**src/rtl/uart_rx_fifo.sv**
```systemverilog
// rtl/uart_rx_fifo.sv - UART receiver feeding a first-word-fall-through byte FIFO
// Each serial bit is sampled once, mid-bit; only frames with good stop and parity are pushed.
module uart_rx_fifo #(
    parameter int clocks_per_bit = 3,
    parameter int data_bits      = 8,
    parameter int parity_mode    = 0,
    parameter int stop_bits      = 1,
    parameter int fifo_depth     = 4
) (
    input  logic                          clk,
    input  logic                          rst_n,
    input  logic                          ser_rx,
    output logic [7:0]                    out_data,
    output logic                          out_valid,
    input  logic                          out_ready,
    output logic                          frame_err,
    output logic                          parity_err,
    output logic                          overrun,
    output logic [$clog2(fifo_depth):0]   fifo_count
);
    localparam int AW = $clog2(fifo_depth);
    localparam int CW = $clog2(clocks_per_bit + 1);
    localparam logic [CW-1:0] CNT_ONE   = CW'(1);
    localparam logic [CW-1:0] CNT_HALF  = CW'(clocks_per_bit / 2);
    localparam logic [CW-1:0] CNT_FULL  = CW'(clocks_per_bit);
    localparam logic [2:0]    LAST_DATA = 3'(data_bits - 1);
    localparam logic [2:0]    LAST_STOP = 3'(stop_bits - 1);
    localparam logic [AW-1:0] PTR_ONE   = AW'(1);
    localparam logic [AW:0]   OCC_ONE   = (AW+1)'(1);
    localparam logic [AW:0]   OCC_FULL  = (AW+1)'(fifo_depth);

    typedef enum logic [2:0] {IDLE, START, DATA, PARITY, STOP, BREAK} state_t;

    state_t        state_q, state_d;
    logic [1:0]    sync_q;
    logic          rx_s;
    logic [CW-1:0] cnt_q, cnt_d;
    logic          tick;
    logic [2:0]    bit_q, bit_d;
    logic [7:0]    shreg_q, shreg_d;
    logic          par_bad_q, par_bad_d;
    logic          stop_bad_q, stop_bad_d;
    logic          push;
    logic          frame_err_q, frame_err_d;
    logic          parity_err_q, parity_err_d;
    logic          overrun_q, overrun_d;

    logic [7:0]    mem_q [fifo_depth];
    logic [AW-1:0] wr_ptr_q, wr_ptr_d, rd_ptr_q, rd_ptr_d;
    logic [AW:0]   count_q, count_d;
    logic [7:0]    data_q, data_d;
    logic          full, pop, wr_en;

    assign rx_s = sync_q[1];
    assign tick = (cnt_q == CNT_ONE);

    always_comb begin
        state_d      = state_q;
        cnt_d        = tick ? CNT_FULL : cnt_q - CNT_ONE;
        bit_d        = bit_q;
        shreg_d      = shreg_q;
        par_bad_d    = par_bad_q;
        stop_bad_d   = stop_bad_q;
        push         = 1'b0;
        frame_err_d  = 1'b0;
        parity_err_d = 1'b0;
        unique case (state_q)
            IDLE: begin
                cnt_d = CNT_HALF;
                if (!rx_s) state_d = START;
            end
            START: if (tick) begin
                bit_d      = '0;
                shreg_d    = '0;
                par_bad_d  = 1'b0;
                stop_bad_d = 1'b0;
                state_d    = rx_s ? IDLE : DATA;
            end
            DATA: if (tick) begin
                shreg_d[bit_q] = rx_s;
                if (bit_q == LAST_DATA) begin
                    bit_d   = '0;
                    state_d = (parity_mode != 0) ? PARITY : STOP;
                end else begin
                    bit_d = bit_q + 3'd1;
                end
            end
            PARITY: if (tick) begin
                // Odd mode wants an odd number of ones over data plus parity bit.
                par_bad_d = (parity_mode == 1) ? ~(^shreg_q ^ rx_s) : (^shreg_q ^ rx_s);
                state_d   = STOP;
            end
            STOP: if (tick) begin
                if (bit_q != LAST_STOP) begin
                    stop_bad_d = stop_bad_q | ~rx_s;
                    bit_d      = bit_q + 3'd1;
                end else if (stop_bad_q | ~rx_s) begin
                    frame_err_d = 1'b1;
                    state_d     = BREAK;
                end else if (par_bad_q) begin
                    parity_err_d = 1'b1;
                    state_d      = IDLE;
                end else begin
                    push    = 1'b1;
                    state_d = IDLE;
                end
            end
            BREAK: if (rx_s) state_d = IDLE;
            default: state_d = IDLE;
        endcase
    end

    assign full      = (count_q == OCC_FULL);
    assign out_valid = (count_q != '0);
    assign pop       = out_valid & out_ready;
    assign wr_en     = push & (~full | pop);
    assign overrun_d = push & full & ~pop;

    // The head byte is registered so it can hold its last value once the FIFO drains.
    always_comb begin
        wr_ptr_d = wr_en ? wr_ptr_q + PTR_ONE : wr_ptr_q;
        rd_ptr_d = pop ? rd_ptr_q + PTR_ONE : rd_ptr_q;
        count_d  = count_q;
        if (wr_en && !pop)      count_d = count_q + OCC_ONE;
        else if (pop && !wr_en) count_d = count_q - OCC_ONE;
        data_d = data_q;
        if (count_d != '0) data_d = (wr_en && rd_ptr_d == wr_ptr_q) ? shreg_q : mem_q[rd_ptr_d];
    end

    always_ff @(posedge clk) begin
        if (wr_en) mem_q[wr_ptr_q] <= shreg_q;
    end

    always_ff @(posedge clk or negedge rst_n) begin
        if (!rst_n) begin
            sync_q       <= 2'b11;
            state_q      <= IDLE;
            cnt_q        <= '0;
            bit_q        <= '0;
            shreg_q      <= '0;
            par_bad_q    <= 1'b0;
            stop_bad_q   <= 1'b0;
            frame_err_q  <= 1'b0;
            parity_err_q <= 1'b0;
            overrun_q    <= 1'b0;
            wr_ptr_q     <= '0;
            rd_ptr_q     <= '0;
            count_q      <= '0;
            data_q       <= '0;
        end else begin
            sync_q       <= {sync_q[0], ser_rx};
            state_q      <= state_d;
            cnt_q        <= cnt_d;
            bit_q        <= bit_d;
            shreg_q      <= shreg_d;
            par_bad_q    <= par_bad_d;
            stop_bad_q   <= stop_bad_d;
            frame_err_q  <= frame_err_d;
            parity_err_q <= parity_err_d;
            overrun_q    <= overrun_d;
            wr_ptr_q     <= wr_ptr_d;
            rd_ptr_q     <= rd_ptr_d;
            count_q      <= count_d;
            data_q       <= data_d;
        end
    end

    assign out_data   = data_q;
    assign fifo_count = count_q;
    assign frame_err  = frame_err_q;
    assign parity_err = parity_err_q;
    assign overrun    = overrun_q;
endmodule

```
**config.mk**
```make
export PLATFORM = sky130hd
export DESIGN_NAME = uart_rx_fifo
export DESIGN_NICKNAME = d
export VERILOG_FILES = /design/src/rtl/uart_rx_fifo.sv
export SDC_FILE = /design/constraint.sdc
export NUM_CORES = 1
export LEC_CHECK = 0
export ABC_CLOCK_PERIOD_IN_PS = 6000
export CORE_MARGIN = 5
export CORE_UTILIZATION = 55
export DETAILED_ROUTE_END_ITERATION = 7
export PLACE_DENSITY = 0.78
export RECOVER_POWER = 50
export SLEW_MARGIN = 20
export SYNTH_ARGS = -nofsm -noshare
export SYNTH_HDL_FRONTEND = slang
export SYNTH_SLANG_ARGS = --single-unit
```
**constraint.sdc**
```tcl
create_clock -name clk -period 6 [get_ports clk]
set_input_delay 0.6 -clock clk [delete_from_list [all_inputs] [get_ports clk]]
set_output_delay 0.6 -clock clk [all_outputs]
set_load 0.1 [all_outputs]
```
# [After elaboration in Yosys (flattened, before gate mapping)]
# Memories as Yosys holds them, arrays and structs flattened. A register that Yosys moved wholly into a read port is not among the register bits.
# Cells that the tools add are included.
[word_totals] register_bits=30 latch_bits=0 mem_bits_rw=32 rom_bits=0 output_inout_bits=15 word_cells=119 mem_count=1
[mem_list] name="mem_q" words=4 word_bits=8 rd=1 rd_ports_with_merged_regs=1 wr=1 line="48" text="logic [7:0] mem_q [fifo_depth];"
[classes] addsub=6 n_mul=0 div_mod_pow=0 order_cmp=2 eq_ne=17 n_shift=0 mux=50 bitwise=10 n_reduce_logical=20
[ops] operator="2-to-1 mux 3 bit" n=16
[ops] operator="2-to-1 mux 1 bit" n=21
[ops] operator="inequality test 2 bit, second input constant" n=9
[ops] operator="one-hot mux 3 bit (6 select lines)" n=1
[ops] operator="2-to-1 mux 8 bit" n=2
[ops] operator="one-hot mux 8 bit (2 select lines)" n=1
[ops] operator="== test 3 bit, second input constant" n=4
[ops] operator="nonzero test 3 bit" n=4
[ops] operator="one-hot mux 3 bit (3 select lines)" n=1
[ops] operator="bitwise mux 8 bit" n=1
[ops] operator="2-to-1 mux 2 bit" n=4
[ops] operator="AND reduction 8 bit" n=1
[ops] operator="parity 8 bit" n=1
[ops] operator="adder 3 x 1 -> 3 bit, second input constant" n=2
[ops] operator="== test 3 x 2 -> 1 bit, second input constant" n=2
[ops] operator="AND reduction 3 bit" n=2
[ops] operator="nonzero test 2 bit" n=3
[ops] operator="AND reduction 5 bit" n=1
[ops] operator="adder 2 x 1 -> 2 bit, second input constant" n=2
[ops] operator="AND 1 bit" n=4
[ops] operator="< comparator 3 x 4 -> 1 bit, second input constant" n=1
[ops] operator="one-hot mux 1 bit (2 select lines)" n=2
[ops] operator="AND reduction 4 bit" n=1
[ops] operator="demux 1 bit (select 3 bit)" n=1
[ops] operator="11 further kinds" n=18

# [Logic depth before layout (Yosys ltp)]
[logic_depth] depth_word=12 mapped_depth=10

# [Worst setup path before layout]
# OpenSTA, ideal clock, no wires.
[synth_timing] kind="register to register" from="register count_q[0], in the netlist fifo_count[0]" to="register data_q[0], in the netlist out_data[0] (read register of mem_q)" setup_time_ns=0.126 arrival_ns=3.437 required_time_ns=5.874 slack_ns=2.437 path_stages_with_launch=11 n_path_buf=1 path_cell_list="dfrtp_1 > inv_1 > ha_1 > and2b_1 > inv_2 > nand2_1 > nor4_1 > o31a_1 > buf_2 > mux2_2 > mux2_4"
[synth_between] elab_chain_len=9
[synth_lines] item="from (decl)" line="50" text="logic [AW:0] count_q, count_d;"
[synth_lines] item="from (signal assigned)" line="163" text="count_q <= count_d;"
[synth_lines] item="nonzero test 3 bit *" line="114" text="assign out_valid = (count_q != '0);"
[synth_lines] item="named net out_valid" line="14" text="output logic out_valid,"
[synth_lines] item="AND 1 bit *" line="115" text="assign pop = out_valid & out_ready;"
[synth_lines] item="OR 1 bit" line="116" text="assign wr_en = push & (~full | pop);"
[synth_lines] item="AND 1 bit" line="116"
[synth_lines] item="logical NOT 1 bit" line="125" text="else if (pop && !wr_en) count_d = count_q - OCC_ONE;"
[synth_lines] item="logical AND 1 bit" line="125"
[synth_lines] item="2-to-1 mux 3 bit" line="125"
[synth_lines] item="2-to-1 mux 3 bit" line="124" text="if (wr_en && !pop) count_d = count_q + OCC_ONE;"
[synth_lines] item="nonzero test 3 bit" line="127" text="if (count_d != '0) data_d = (wr_en && rd_ptr_d == wr_ptr_q) ? shreg_q : mem_q[rd_ptr_d];"
[synth_lines] item="to (decl)" line="51" text="logic [7:0] data_q, data_d;"
# The timed path passes the listed nets; every way through them passes the cells marked *.
# A chain may end at the register's enable or synchronous reset.

# [Final worst setup path]
[layout_timing] from="register count_q[0], in the netlist fifo_count[0]" to="register data_q[2], in the netlist out_data[2] (read register of mem_q)"
[layout_between] elab_chain_len=9
[layout_lines] item="nonzero test 3 bit or == test 3 bit (tied branches)" line="114, 113"
[layout_lines] item="AND 1 bit or inverter 1 bit (tied branches)" line="115, 116"
[layout_lines] item="OR 1 bit" line="116"
[layout_lines] item="AND 1 bit" line="116"
[layout_lines] item="logical NOT 1 bit" line="125"
[layout_lines] item="logical AND 1 bit" line="125"
[layout_lines] item="2-to-1 mux 3 bit" line="125"
[layout_lines] item="2-to-1 mux 3 bit" line="124"
[layout_lines] item="nonzero test 3 bit" line="127"
# Parallel ways exist; a longest one is shown, timed or not.

==> impl_metrics.ini <==
[global_route]
grt.total_usage = 0.186
met3_usage = 0.0438
grt_overflow = 0
grt_pass1_wl_um = 12500
antenna_found_initial = 0
grtUsageMet1 = 0.232
grt_pass1_vias = 2503
grt.busiest_layer = met2
gr-usage-met2 = 0.317
grt_max_degree = 39

[routing]
drc_errors = 0
first_pass_iters = 5
drtIter0Drc = 185
ant_nets = 0
wl_per_cell_um = 18.0
route.final.wire_length_um = 7530
vias_per_cell = 6.22
vias = 2602

[timing]
hold_ws_ns = 0.359
finalCriticalPeriod_ns = 3.40
skew_ns = 0.00609
setup_violations = 0
worst_pin_slew_ns = 2.10
grt_setup_unrepaired = false
slew_viol_final = 39
tns_ns = 0
post-route-period-util = 0.567
layout_setup_ws_ns = 2.60
fmax_mhz = 294
relSlewSlack = -0.402
hold_violations = 0

[place]
port_buffers = 18
pre_cts_ws_ns = 2.64
gp_congestion = 0.817
hpwl_um = 5090

[cells_and_area]
final_cell_mix = 36 x dfrtp_1, 32 x edfxtp_1, 27 x o21ai_0
diodes = 0
nNetsFinal = 350
area_delta_synth_final_pct = 11.8
final_common_cell = dfrtp_1
drive_gt1_frac = 0.141
fin_util = 0.639

[synthesis]
synth_top_family_by_area = compound AO/OA/AOI/OAI gates
yosys_warnings = 0
synth.avg_cell_area_sq_um = 11.2
synthXorXnorAreaFrac = 0.0312
async_flop_share = 0.543
synthCells = 325
synth_cell_types = 49
synthMuxAreaShare = 0.0854
synth_compound_area_frac = 0.158
synth-seq-cells = 70
ys_seq_area_frac = 0.525
synth_top_flop_cell = dfrtp_1
synthAdderAreaFrac = 0.0343
synth_edf_count = 32
synth_simple_gate_area_share = 0.130
syn_area_sq_um = 3650
synth_nets = 339

[critical_path]
reg2regPathDepth = 9
slowest_delay_ns = 0.49
cp_max_fo = 19
r2r_start = fifo_count[0]$_DFF_PN0_
critical_path_class = register to register
r2r-end = out_data[2]$_DFFE_PN0P_
reg2reg_setup_slack_ns = 2.60
cpMaxStageDelayCell = or4_1
worstPathArrival_ns = 3.63
critPathLaunchType = register
end_kind = register
cp.required_ns = 6.23
path_cells = inv_1 -> ha_1 -> and2b_1 -> inv_2 -> nand2_1 -> nor2_1 -> or4_1 -> a31o_1 -> mux2_4

[floorplanning]
ioPinCount = 19
coreArea_sq_um = 6390
die_area_sq_um = 8360
start_util = 0.571
rows = 29
die_w_um = 91.4
fp.dieH_um = 91.4

[clocking]
cts_hold_buf = 0
cts.clk_slew.worst_paths_ns = 0.08
cts_setup_buffers = 0
cts_tree = built
cts_resized = 0
ctsRootBufferMaster = clkbuf_8
cts_buffers = 9
clkLatencyLatePin_ns = 0.34
clock_sinks = 70
htreeDepth = 3
clk_path_buf_depth = 2

[run]
drv_cap = 1

[power]
p_leak_nw = 1.61
power.total_mw = 2.28
power_density_nw_per_um2 = 559
irDropWorstVdd_v = 0.000316

[min_path]
worstHoldStart = sync_q[0]$_DFF_PN1_
min_path_cells = 0
worstHoldPathType = register to register
whs_endpoint = sync_q[1]$_DFF_PN1_

[status]
violations = capacitance limit, slew limit
status = finished with violations
[synth_stat cells (4+ instances only)]
cell type | n | area share
mux2_2 | 17 | 0.052
o21ai_0 | 27 | 0.037
nor3_1 | 14 | 0.019
inv_1 | 11 | 0.011
o31ai_1 | 6 | 0.012
xnor2_1 | 11 | 0.026
nand2_1 | 24 | 0.025
clkbuf_1 | 13 | 0.013
nor2b_1 | 4 | 0.0069
nor2_1 | 14 | 0.014
and2_1 | 5 | 0.0086
dfrtp_1 | 36 | 0.25
edfxtp_1 | 32 | 0.26
a221oi_1 | 16 | 0.038
a21oi_1 | 8 | 0.011
ha_1 | 10 | 0.034
a31oi_1 | 15 | 0.026
o22ai_1 | 9 | 0.015
mux2_4 | 8 | 0.033
[routing by layer]
metal	wire length (um)	vias up
met5	0	-
met4	103	0
met3	360	14
met2	3810	72
met1	3260	1264
li1	-	1252
[sequential cells by signal (all words and copies together) (netlist names), 2 cells and up]
| register | cells |
|---|---|
| state_q | 3 |
| mem_q | 32 |
| fifo_count | 3 |
| wr_ptr_q | 2 |
| rd_ptr_q | 2 |
| bit_q | 3 |
| cnt_q | 2 |
| sync_q | 2 |
| shreg_q | 8 |
| out_data | 8 |
[metrics by stage]
stage	cell area (sq um)	cells
floorplan	3650	325
global placement	3830	402
detailed placement	3830	402
CTS	4080	418
global route	4080	418
finish	4080	418
[where the power goes]
part / leakage [nW] / internal [mW] / total, mW / switching (mW)
logic: 0.683 / 0.411 / 1.09 / 0.680
clock network: 0.120 / 0.277 / 0.459 / 0.182
registers: 0.804 / 0.586 / 0.728 / 0.142
[cell type report]
| cell class | count | area, sq um |
|---|---|---|
| clock buffer | 9 | 124 |
| clock inverter | 7 | 120 |
| fill | 501 | 2310 |
| inverter | 13 | 48.8 |
| multi-input combinational | 224 | 1600 |
| sequential | 70 | 1910 |
| tap | 77 | 96.3 |
| timing repair buffer | 18 | 174 |
[worst max-delay path by stage]
| stage | cells past startpoint | to | start |
|---|---|---|---|
| 6_report | 9 | out_data[2]$_DFFE_PN0P_ | fifo_count[0]$_DFF_PN0_ |
| 5_1_grt | 9 | out_data[1]$_DFFE_PN0P_ | fifo_count[0]$_DFF_PN0_ |
| 3_5_place_dp | 9 | out_data[2]$_DFFE_PN0P_ | fifo_count[0]$_DFF_PN0_ |
| 3_3_place_gp | 9 | out_data[1]$_DFFE_PN0P_ | fifo_count[0]$_DFF_PN0_ |
| 4_1_cts | 5 | out_valid | fifo_count[0]$_DFF_PN0_ |
| 2_1_floorplan | 10 | out_data[0]$_DFFE_PN0P_ | fifo_count[0]$_DFF_PN0_ |
[cell families (layout without fill, tap and decap cells)]
| group | Yosys count | count (layout) |
|---|---|---|
| buf+inv | 31 | 47 |
| simple gates | 87 | 87 |
| xor+xnor | 13 | 13 |
| mux | 25 | 25 |
| fa+ha+maj | 10 | 10 |
| compound gates | 89 | 89 |
| flops | 70 | 70 |
[critical path: cells and delay by family, from the launching register on]
kind | cells | cell delay [ns]
buf+inv | 2 | 0.21
fa+ha+maj | 1 | 0.25
simple gates | 4 | 1.54
flops | 1 | 0.46
compound gates | 1 | 0.43
mux | 1 | 0.37
(Power assumes the default switching activity.)
